--- config.mk ---
export PLATFORM = sky130hd
export DESIGN_NAME = golden_nonce_uart_tx
export DESIGN_NICKNAME = d
export VERILOG_FILES = /design/src/rtl/golden_nonce_uart_tx.sv
export SDC_FILE = /design/constraint.sdc
export NUM_CORES = 1
export LEC_CHECK = 0
export ABC_AREA = 0
export CAP_MARGIN = 10
export CORE_MARGIN = 8
export CORE_UTILIZATION = 45
export CTS_CLUSTER_SIZE = 8
export DETAILED_ROUTE_END_ITERATION = 10
export GPL_ROUTABILITY_DRIVEN = 0
export PLACE_DENSITY_LB_ADDON = 0.12
export SLEW_MARGIN = 20
export SYNTH_ARGS = -nofsm -noshare
export SYNTH_HDL_FRONTEND = slang
export SYNTH_SLANG_ARGS = --single-unit
--- constraint.sdc ---
create_clock -name hash_clk -period 10.6 [get_ports hash_clk]
set_input_delay 1.59 -clock hash_clk [delete_from_list [all_inputs] [get_ports hash_clk]]
set_output_delay 1.59 -clock hash_clk [all_outputs]
set_load 0.02 [all_outputs]
--- src/rtl/golden_nonce_uart_tx.sv ---
`default_nettype none
// ============================================================================
// Module      : golden_nonce_uart_tx
// Description : Captures golden-nonce strobes into a small FIFO and sends each
//               nonce as 8N1 UART bytes, most significant byte first.
//               Build option GOLDEN_NONCE_SYNC_HDR_EN prefixes every nonce
//               with the sync byte 8'hA5.
// Revision    : 1.0 - initial release
// ============================================================================
module golden_nonce_uart_tx #(
  parameter int BAUD_DIV = 434,
  parameter int FIFO_AW  = 2
) (
  input  logic        hash_clk,
  input  logic        reset_n,
  input  logic        new_golden_nonce,
  input  logic [31:0] golden_nonce,
  output logic        uart_tx,
  output logic        busy,
  output logic        fifo_full,
  output logic [7:0]  drop_count
);

`ifdef GOLDEN_NONCE_SYNC_HDR_EN
  localparam int c_NBYTES = 5;
`else
  localparam int c_NBYTES = 4;
`endif
  localparam int          c_SR_W      = 8 * c_NBYTES;
  localparam int          c_DEPTH     = 2 ** FIFO_AW;
  localparam logic [15:0] c_BAUD_LAST = 16'(BAUD_DIV - 1);
  localparam logic [2:0]  c_LAST_IDX  = 3'(c_NBYTES - 1);

  typedef enum logic [1:0] {
    IDLE  = 2'd0,
    START = 2'd1,
    DATA  = 2'd2,
    STOP  = 2'd3
  } state_t;

  // Registered state
  state_t              r_state;
  logic [15:0]         r_baud;
  logic [2:0]          r_bit;
  logic [2:0]          r_idx;
  logic [c_SR_W-1:0]   r_sr;
  logic                r_tx;
  logic                r_busy;
  logic [FIFO_AW:0]    r_wr_ptr;
  logic [FIFO_AW:0]    r_rd_ptr;
  logic [7:0]          r_drop;
  logic [31:0]         r_mem [0:c_DEPTH-1];

  // Next-state values
  state_t              w_state_nxt;
  logic [15:0]         w_baud_nxt;
  logic [2:0]          w_bit_nxt;
  logic [2:0]          w_idx_nxt;
  logic [c_SR_W-1:0]   w_sr_nxt;
  logic                w_tx_nxt;
  logic                w_busy_nxt;
  logic [7:0]          w_cur_byte;
  logic                w_pop;

  // FIFO bookkeeping; pointers carry one extra wrap bit
  logic                w_empty;
  logic                w_full;
  logic                w_push;
  logic                w_tick;
  logic [FIFO_AW:0]    w_wr_nxt;
  logic [FIFO_AW:0]    w_rd_nxt;
  logic [7:0]          w_drop_nxt;
  logic [31:0]         w_head;
  logic [c_SR_W-1:0]   w_load;

  assign w_empty  = (r_wr_ptr == r_rd_ptr);
  assign w_full   = (r_wr_ptr[FIFO_AW] != r_rd_ptr[FIFO_AW]) &&
                    (r_wr_ptr[FIFO_AW-1:0] == r_rd_ptr[FIFO_AW-1:0]);
  // A full FIFO still takes a nonce when the head leaves on the same edge
  assign w_push   = new_golden_nonce & (~w_full | w_pop);
  assign w_wr_nxt = r_wr_ptr + {{FIFO_AW{1'b0}}, w_push};
  assign w_rd_nxt = r_rd_ptr + {{FIFO_AW{1'b0}}, w_pop};
  assign w_drop_nxt = (new_golden_nonce && !w_push && (r_drop != 8'hFF)) ?
                      r_drop + 8'd1 : r_drop;
  assign w_tick   = (r_baud == c_BAUD_LAST);
  assign w_head   = r_mem[r_rd_ptr[FIFO_AW-1:0]];

`ifdef GOLDEN_NONCE_SYNC_HDR_EN
  assign w_load = {8'hA5, w_head};
`else
  assign w_load = w_head;
`endif

  // FIFO storage write; reset does not need to clear the array
  always_ff @(posedge hash_clk) begin
    if (reset_n && w_push) begin
      r_mem[r_wr_ptr[FIFO_AW-1:0]] <= golden_nonce;
    end
  end

  // State register for FSM, bit timing, FIFO pointers and outputs
  always_ff @(posedge hash_clk) begin
    if (!reset_n) begin
      r_state  <= IDLE;
      r_baud   <= '0;
      r_bit    <= '0;
      r_idx    <= '0;
      r_sr     <= '0;
      r_tx     <= 1'b1;
      r_busy   <= 1'b0;
      r_wr_ptr <= '0;
      r_rd_ptr <= '0;
      r_drop   <= '0;
    end else begin
      r_state  <= w_state_nxt;
      r_baud   <= w_baud_nxt;
      r_bit    <= w_bit_nxt;
      r_idx    <= w_idx_nxt;
      r_sr     <= w_sr_nxt;
      r_tx     <= w_tx_nxt;
      r_busy   <= w_busy_nxt;
      r_wr_ptr <= w_wr_nxt;
      r_rd_ptr <= w_rd_nxt;
      r_drop   <= w_drop_nxt;
    end
  end

  // Next-state logic; the TX pin is computed from next state so it is a flop
  always_comb begin
    w_state_nxt = r_state;
    w_baud_nxt  = r_baud;
    w_bit_nxt   = r_bit;
    w_idx_nxt   = r_idx;
    w_sr_nxt    = r_sr;
    w_pop       = 1'b0;
    w_tx_nxt    = 1'b1;
    w_cur_byte  = '0;
    w_busy_nxt  = 1'b0;

    case (r_state)
      IDLE: begin
        if (!w_empty) begin
          w_pop       = 1'b1;
          w_state_nxt = START;
          w_baud_nxt  = '0;
          w_bit_nxt   = '0;
          w_idx_nxt   = '0;
          w_sr_nxt    = w_load;
        end
      end
      START: begin
        if (w_tick) begin
          w_baud_nxt  = '0;
          w_bit_nxt   = '0;
          w_state_nxt = DATA;
        end else begin
          w_baud_nxt = r_baud + 16'd1;
        end
      end
      DATA: begin
        if (w_tick) begin
          w_baud_nxt = '0;
          if (r_bit == 3'd7) begin
            w_state_nxt = STOP;
          end else begin
            w_bit_nxt = r_bit + 3'd1;
          end
        end else begin
          w_baud_nxt = r_baud + 16'd1;
        end
      end
      STOP: begin
        if (w_tick) begin
          w_baud_nxt = '0;
          if (r_idx != c_LAST_IDX) begin
            // Next byte follows immediately; the current byte is always the top one
            w_idx_nxt   = r_idx + 3'd1;
            w_sr_nxt    = r_sr << 8;
            w_state_nxt = START;
          end else begin
            w_state_nxt = IDLE;
          end
        end else begin
          w_baud_nxt = r_baud + 16'd1;
        end
      end
      default: w_state_nxt = IDLE;
    endcase

    w_cur_byte = w_sr_nxt[c_SR_W-1 -: 8];
    case (w_state_nxt)
      START:   w_tx_nxt = 1'b0;
      DATA:    w_tx_nxt = w_cur_byte[w_bit_nxt];
      default: w_tx_nxt = 1'b1;
    endcase

    w_busy_nxt = (w_state_nxt != IDLE) || (w_wr_nxt != w_rd_nxt);
  end

  assign uart_tx    = r_tx;
  assign busy       = r_busy;
  assign fifo_full  = w_full;
  assign drop_count = r_drop;

endmodule
`default_nettype wire
==> reports/summary.md, run 1 <==
The measured slew at the worst slew-check pin came out at 0.8885 ns. The startpoint identified for the worst hold timing path is r_idx[1]. For the source-to-sink clock delay at the later pin of the worst-skew pair, the log shows 0.42 ns. Of all cell types, the one taking the most synthesized area is sky130_fd_sc_hd__edfxtp_1.

The worst register-to-register path has a setup slack of 7.21 ns. The cell count of the worst reg-to-reg path was 11. The endpoint identified for the worst register-to-register timing path is busy. Data required time at the worst endpoint: 9.01 ns. The final critical-path share of the clock period is 0.3844, and the wire length of the first global-routing pass is 27.74 mm.

During synthesis, Yosys emitted a total of 0 warnings. The post-synthesis async set-or-reset flop share came out at 0. TritonCTS built the clock tree. For the final routed database, the setup TNS stands at 0 ns. The fraction of synthesized cell area taken by the top area cell type is 0.4531, and the clock buffer count from CTS is 17.

The horizontal die dimension is 153.3 um. Entering global routing, the biggest net connects 41 pins. In this run the critical register-to-register path is launched from r_rd_ptr[0]. Dividing total power by cell area gives a power density of 232.7 mW/mm^2. The number of hold buffers added after CTS was 0. Setup violations remaining at the end of the flow were counted as 0. The most repeated cell in the gate-level netlist after synthesis is sky130_fd_sc_hd__edfxtp_1. In the final design database the tool counted 705 nets.

The logs give 0 for the antenna diode count and 10.79 mm for the sum of net half-perimeters after detailed placement. The count of buffers inserted at the top-level ports is 45. The overflow left after global routing is 0, and the I/O pin total is 46. The number of synthesized flops with an enable pin was 128; the number of hold violations in the final report was 0. Wire length per cell after detailed routing: 18.92 um.

The aggregate global-route resource usage was 0.1499. The path class of the tightest hold or removal check is flip-flop to flip-flop. Setup repair after global routing left no endpoint under its margin. The worst hold path was traced through 2 stages.

The logs give 4 for the length of the first detailed-routing pass in iterations and 5142 for the via count. Including well taps, the total number of placed cells is 870. The synthesized netlist contains 67 unique library cells. The finished layout holds 902 standard cells, fillers aside. The clock net in this run drives a total of 200 sinks. In this run the static leakage power is 3.285 nW. The detail-routed via count per cell works out to 5.701. The run gives 0.02350 sq mm as the die footprint.

The cell area that synthesis handed to floorplanning was 0.008483 sq mm. Max-cap violations in this run came to 0. The number of design rule violations left after detail routing is 0, and the height of the die is 153.3 um.

After the first detailed-routing iteration, the DRC count stood at 291. The type of the worst setup path is flip-flop to primary output. The final critical-path required period came out at 4.075 ns.

Once detail routing completed, the nets flagged for antenna violations numbered 0. The tools report the final core utilization as 0.5264. Synthesis inferred 200 register bits.

For the sequential fraction of the synthesis area, the log shows 0.6230. The biggest fanout along the worst timing path was 35; the worst-case vdd ir drop was 0.0001200 V. The longest clock path from root to sink contains 2 buffers. The wire length reported by the detailed router is 17.06 mm, and the depth of the CTS H-tree is 4. The run finished with clean final reports. The total area inside the core boundary comes to 0.01858 sq mm.

The worst endpoint data arrival time is 2.49 ns, and the layout overhead on the synthesized area is 15.29%. The kind of end point of the critical path was a primary output. Initial antenna violation count: 0. Post-CTS repair changed the size of 0 cells.

For the starting utilization of the core area, the log shows 0.4566. The clock skew after layout came out at 0.01070 ns. The tools report the end point of the worst hold path as r_idx[1]. The relative slew slack came out at 0.4050. In the synthesized netlist the dominant register cell turns out to be sky130_fd_sc_hd__edfxtp_1. The number of nets in the synthesized netlist is 663.

The number of setup buffers added after CTS is 0, and the mean instance size in the synthesized netlist is 13.84 sq um. The number of cell rows was 50; the instance count of the mapped netlist was 613. Ranked by instance count, the synthesized netlist is headed by sky130_fd_sc_hd__edfxtp_1, sky130_fd_sc_hd__dfxtp_1, sky130_fd_sc_hd__nor2_1. Clock-pin slew was measured on the worst setup and hold paths at 0.07 ns. The fraction of layout instances using a drive strength above 1 works out to 0.1512. For the upper clock frequency limit, the log shows 245.4 MHz. The count of final max-slew check failures was 0.

For the via count of the first global-routing pass, the log shows 5266. The nature of the critical path startpoint was a flip-flop. The root buffer cell chosen for the clock tree is sky130_fd_sc_hd__clkbuf_16. By area the synthesized netlist is led by sky130_fd_sc_hd__edfxtp_1, sky130_fd_sc_hd__dfxtp_1, sky130_fd_sc_hd__mux4_2.
[power by group]
part	switching [mW]	internal, mW
clock	0.300	0.384
combinational	0.406	0.254
sequential	0.0404	0.891
[stage by stage]
step | total power [mW] | worst slack (ns) | cell area (sq um) | hold WS [ns]
6_report | 2.276 | 6.525 | 9781 | 0.4663
3_5_place_dp | 1.618 | 6.561 | 9156 | 0.4604
2_1_floorplan | 1.447 | 5.860 | 8483 | 0.4356
4_1_cts | 2.305 | 6.460 | 9781 | 0.4710
5_1_grt | 2.406 | 6.300 | 9781 | 0.4914
3_3_place_gp | 1.604 | 6.625 | 9156 | 0.4432
[cell type report]
type / instances / area [sq um]
inverters: 10 / 37.54
repair buffers: 54 / 518.0
multi-input cells: 372 / 3022
well taps: 234 / 292.8
clock inverters: 14 / 195.2
flip-flops and latches: 200 / 5286
fillers: 1544 / 8800
clock buffers: 18 / 429.2
[sequential cells by signal, indices dropped and copies added, names as in the netlist]
name,flops
r_mem,128
r_sr,32
r_baud,16
drop_count,8
r_bit,3
r_idx,3
r_rd_ptr,3
r_wr_ptr,3
r_state,2
busy,1
uart_tx,1
[logic make-up after synthesis]
logic type | synth area share
buf+inv | 0.02198
simple gates | 0.1075
fa+ha+maj | 0.02212
xor+xnor | 0.02183
flops | 0.6230
mux | 0.09734
compound gates | 0.1062
[per-layer routing]
metal / GRT usage / routed length [um] / up-vias
met4: 0.03864 / 150 / 0
met3: 0.03862 / 603 / 8
met2: 0.2561 / 8561 / 85
met1: 0.1857 / 7748 / 2588
li1: - / - / 2461
met5: 0 / 0 / -
[placed cells by master (no fill, tap or decap), types with 4 or more instances in the layout]
cell / netlist / routed
sky130_fd_sc_hd__clkdlybuf4s50_1: 0 / 45
sky130_fd_sc_hd__nand4_1: 8 / 8
sky130_fd_sc_hd__o21ai_0: 16 / 16
sky130_fd_sc_hd__and3_1: 9 / 9
sky130_fd_sc_hd__xor2_1: 9 / 9
sky130_fd_sc_hd__mux2i_1: 6 / 6
sky130_fd_sc_hd__nand2_1: 45 / 45
sky130_fd_sc_hd__mux4_2: 32 / 32
sky130_fd_sc_hd__ha_1: 15 / 15
sky130_fd_sc_hd__nand3_1: 9 / 9
sky130_fd_sc_hd__nor3_1: 7 / 7
sky130_fd_sc_hd__a221oi_2: 5 / 5
sky130_fd_sc_hd__nor2_1: 52 / 50
sky130_fd_sc_hd__and2_1: 14 / 14
sky130_fd_sc_hd__clkbuf_16: 0 / 17
sky130_fd_sc_hd__edfxtp_1: 128 / 128
sky130_fd_sc_hd__buf_4: 1 / 9
sky130_fd_sc_hd__inv_1: 9 / 9
sky130_fd_sc_hd__a21oi_1: 39 / 39
sky130_fd_sc_hd__a22o_1: 4 / 4
sky130_fd_sc_hd__nor4_1: 5 / 5
sky130_fd_sc_hd__inv_8: 0 / 7
sky130_fd_sc_hd__dfxtp_1: 72 / 71
sky130_fd_sc_hd__a22oi_1: 25 / 25
sky130_fd_sc_hd__o21a_1: 4 / 4
[worst max path at each step]
| stage | from | to | slack [ns] | depth (start not counted) |
|---|---|---|---|---|
| floorplan | new_golden_nonce | r_mem[0][0] | 5.86 | 3 |
| global placement | reset_n | uart_tx | 6.63 | 5 |
| detailed placement | reset_n | uart_tx | 6.56 | 5 |
| CTS | r_rd_ptr[0] | fifo_full | 6.46 | 5 |
| global route | r_rd_ptr[0] | fifo_full | 6.30 | 5 |
| finish | r_rd_ptr[0] | fifo_full | 6.52 | 5 |
[worst max-delay path, stage by stage (launching register included)]
cell	delay (ns)
sky130_fd_sc_hd__dfxtp_2	0.32
sky130_fd_sc_hd__buf_4	0.59
sky130_fd_sc_hd__xnor2_2	0.26
sky130_fd_sc_hd__nand2_1	0.14
sky130_fd_sc_hd__nor2_1	0.12
sky130_fd_sc_hd__clkdlybuf4s50_1	0.62
Note: power is estimated with default switching activity, not from simulation.
==> run 2, diff against run 1 <==
==> constraint.sdc (replaced) <==
create_clock -name hash_clk -period 4.1 [get_ports hash_clk]
set_input_delay 0.615 -clock hash_clk [delete_from_list [all_inputs] [get_ports hash_clk]]
set_output_delay 0.615 -clock hash_clk [all_outputs]
set_load 0.02 [all_outputs]
==> reports/summary.md, run 2 (same netlist as run 1, synthesis figures left out) <==
The residual antenna-violating net count after detailed routing is 0 (unchanged). The worst endpoint data arrival time was 3.34 ns (+0.85 ns); the post-layout instance area was 0.009787 sq mm (about the same). The tree is rooted in a sky130_fd_sc_hd__clkbuf_16.

The antenna diode count is 0 (unchanged), and the delay contributed by the slowest stage of the critical path is 0.72 ns (+0.10 ns). The detail-routed via count per cell is 5.774 (+1.3%), and the upper clock frequency limit is 328.4 MHz. The multi-input logic area came out at 0.003028 sq mm (+0.21%).

The power dissipated by switching net loads came out at 1.950 mW (+160%). Sum of net half-perimeters after detailed placement: 11.34 mm (+5.2%). The logs give 200 (unchanged) for the number of clock sinks and 17 (unchanged) for the clock buffer count from CTS. For the number of hold violations in the final report, the log shows 0 (unchanged). The horizontal die dimension is 153.3 um (unchanged), and the count of buffers inserted at the top-level ports is 45 (unchanged).

The wire length of the first global-routing pass was 28.60 mm (+3.1%); the source-to-sink clock delay at the later pin of the worst-skew pair was 0.43 ns (about the same). The total internal power was 3.895 mW (+150%). For the starting utilization of the core area, the log shows 0.4566 (unchanged).

The post-cts gate resize count came out at 0 (unchanged). The logs give 0 ns (unchanged) for the sum of negative setup slack and 50 (unchanged) for the number of cell rows. In the layout the commonest cells are sky130_fd_sc_hd__edfxtp_1, sky130_fd_sc_hd__dfxtp_1, sky130_fd_sc_hd__nor2_1.

The number of buffers between clock root and the deepest sink came out at 2 (unchanged). Walking the worst path, the cells encountered are xnor2_2, nand2_1, o21ai_0, inv_1, ha_1, ha_1, xor2_1, xor2_1, nor4_1, a21oi_1. The worst setup path is captured at a flip-flop.

The nature of the critical path startpoint is a flip-flop. Length of the first detailed-routing pass in iterations: 5 (+1). The max capacitance violation total was 0 (unchanged). The type of the worst setup path is flip-flop to flip-flop.

The I/O pin total is 46 (unchanged). The tools report the overflow left after global routing as 0 (unchanged). The largest individual stage delay along the critical path comes from the cell sky130_fd_sc_hd__dfxtp_2.

The family with the most delay on the worst path was flip-flops. The final core utilization is 0.5267 (about the same), and the clock share of power is 0.294 (-0.006). The tools report the number of hold buffers added after CTS as 0 (unchanged). The wire length per cell after detailed routing was 19.36 um (+2.3%). The clock skew after layout was 0.01311 ns (+0.002412 ns); the worst-case vdd ir drop was 0.0003037 V (+150%). The net switching share of the total power is 0.3336 (+0.005516), and the height of the die is 153.3 um (unchanged).

The tools report the via count as 5220 (+1.5%). The sequential fraction of design power is 0.419 (+0.010), and the portion of total power attributed to combinational logic is 0.288 (-0.002). Core region area: 0.01858 sq mm (unchanged). Number of setup buffers added after CTS: 0 (unchanged). The measured slew at the worst slew-check pin works out to 0.7556 ns (-0.1330 ns).

Post-placement cell area: 0.009178 sq mm (+0.23%). The tools report the iteration-0 DRC count of the detailed router as 407 (+40%). The min-delay analysis places its worst path in the category flip-flop to flip-flop. The logs give 17.50 mm (+2.5%) for the wire length reported by the detailed router and 3.276 nW (-0.26%) for the static leakage. Setup repair after global routing left no endpoint under its margin.

The run gives 0.4944 (+0.08939) as the relative slew slack. The aggregate global-route resource usage was 0.1541 (+0.004177). The data required time at the worst endpoint came out at 4.40 ns (-4.61 ns). The number of design rule violations left after detail routing is 0 (unchanged), and the final critical-path share of the clock period is 0.7427. The tools report the maximum number of pins on one net before global-route repair as 44 (+7.3%).

Total buffers and inverters traversed by the critical path: 1 (-1). TritonCTS built the clock tree. The run finished with clean final reports. The area taken by flip-flops and latches came out at 0.005286 sq mm (unchanged). The clock slew at the register clock pins of the worst setup and hold paths was 0.07 ns (about the same); the number of flip-flops under the largest register name was 128 (unchanged).

The die footprint was 0.02350 sq mm (unchanged). Counting I/O delays and the setup requirement, the final critical path takes 3.045 ns. The biggest fanout along the worst timing path is 14 (-60%). The filler cell count was 1519 (-1.6%). Leaving out fill and tap cells, the most frequent cell in the layout is sky130_fd_sc_hd__edfxtp_1.

Setup-violating endpoint count in the final report: 0 (unchanged). The final-stage net count was 707 (+0.28%); the total power divided by cell area was 597.3 mW/mm^2 (+160%). The depth of the CTS H-tree was 4 (unchanged); the layout overhead on the synthesized area was 15.37% (about the same). The initial antenna violation count is 0 (unchanged), and the fraction of layout instances using a drive strength above 1 is 0.1537 (+0.002534).

The tools report the count of final max-slew check failures as 0 (unchanged). The tools report the via count of the first global-routing pass as 5438 (+3.3%).
[run 2: cell count changes in the layout (fill, tap and decap cells not counted)]
cell,previous run,this run
sky130_fd_sc_hd__nor3b_2,1,0
sky130_fd_sc_hd__nor3b_4,0,1
sky130_fd_sc_hd__clkbuf_1,1,2
sky130_fd_sc_hd__inv_8,7,4
sky130_fd_sc_hd__inv_6,2,3
sky130_fd_sc_hd__buf_4,9,11
sky130_fd_sc_hd__clkinv_1,2,1
sky130_fd_sc_hd__clkinvlp_2,0,1
sky130_fd_sc_hd__bufinv_16,3,2
sky130_fd_sc_hd__clkinv_8,0,2
sky130_fd_sc_hd__clkinvlp_4,0,1
sky130_fd_sc_hd__clkinv_2,1,0
[run 2: path summary, 6_finish.rpt]
| check | start | endpoint | slack, ns | depth (start not counted) |
|---|---|---|---|---|
| setup / recovery | r_rd_ptr[0] | busy | 1.06 | 10 |
| hold / removal | r_idx[1] | r_idx[1] | 0.46 | 2 |
| setup reg to reg | r_rd_ptr[0] | busy | 1.06 | 10 |
| hold reg to reg | r_idx[1] | r_idx[1] | 0.46 | 2 |
[run 2: routing by layer]
metal	track usage	wire (um)
met1	0.1792	7515
met5	0	0
met4	0.05891	403
met3	0.04144	829
met2	0.2671	8748
[run 2: per-stage QoR]
step           worst slack [ns]  power (mW)  std cells  hold WS, ns
2_1_floorplan            0.9988       3.740        613       0.4356
3_3_place_gp              1.078       4.137        872       0.4437
3_5_place_dp              1.058       4.180        872       0.4539
4_1_cts                   1.018       5.906        904       0.4661
5_1_grt                  0.7867       6.160        904       0.5148
6_report                  1.055       5.846        904       0.4650
[run 2: power by group through the flow]
| stage | Combinational [mW] | Clock, mW | Sequential, mW |
|---|---|---|---|
| 6_report | 1.68 | 1.72 | 2.45 |
| 5_1_grt | 1.85 | 1.84 | 2.47 |
| 4_1_cts | 1.69 | 1.76 | 2.45 |
| 3_5_place_dp | 1.69 | 0 | 2.49 |
| 3_3_place_gp | 1.65 | 0 | 2.48 |
| 2_1_floorplan | 1.31 | 0 | 2.43 |
[run 2: final cells by class]
| type | instances | share of cell area |
|---|---|---|
| Tap cell | 234 | 0.02992 |
| Sequential cell | 200 | 0.5401 |
| Clock inverter | 13 | 0.01803 |
| Clock buffer | 19 | 0.04423 |
| Multi-Input combinational cell | 372 | 0.3094 |
| Inverter | 10 | 0.003835 |
| Timing Repair Buffer | 56 | 0.05446 |
[run 2: tightest hold or removal path, delay by kind of cell, from the launching register on]
| family | cells | cell delay (ns) |
|---|---|---|
| and+or+nand+nor | 1 | 0.06 |
| AOI/OAI and AO/OA | 1 | 0.05 |
| DFF | 1 | 0.31 |
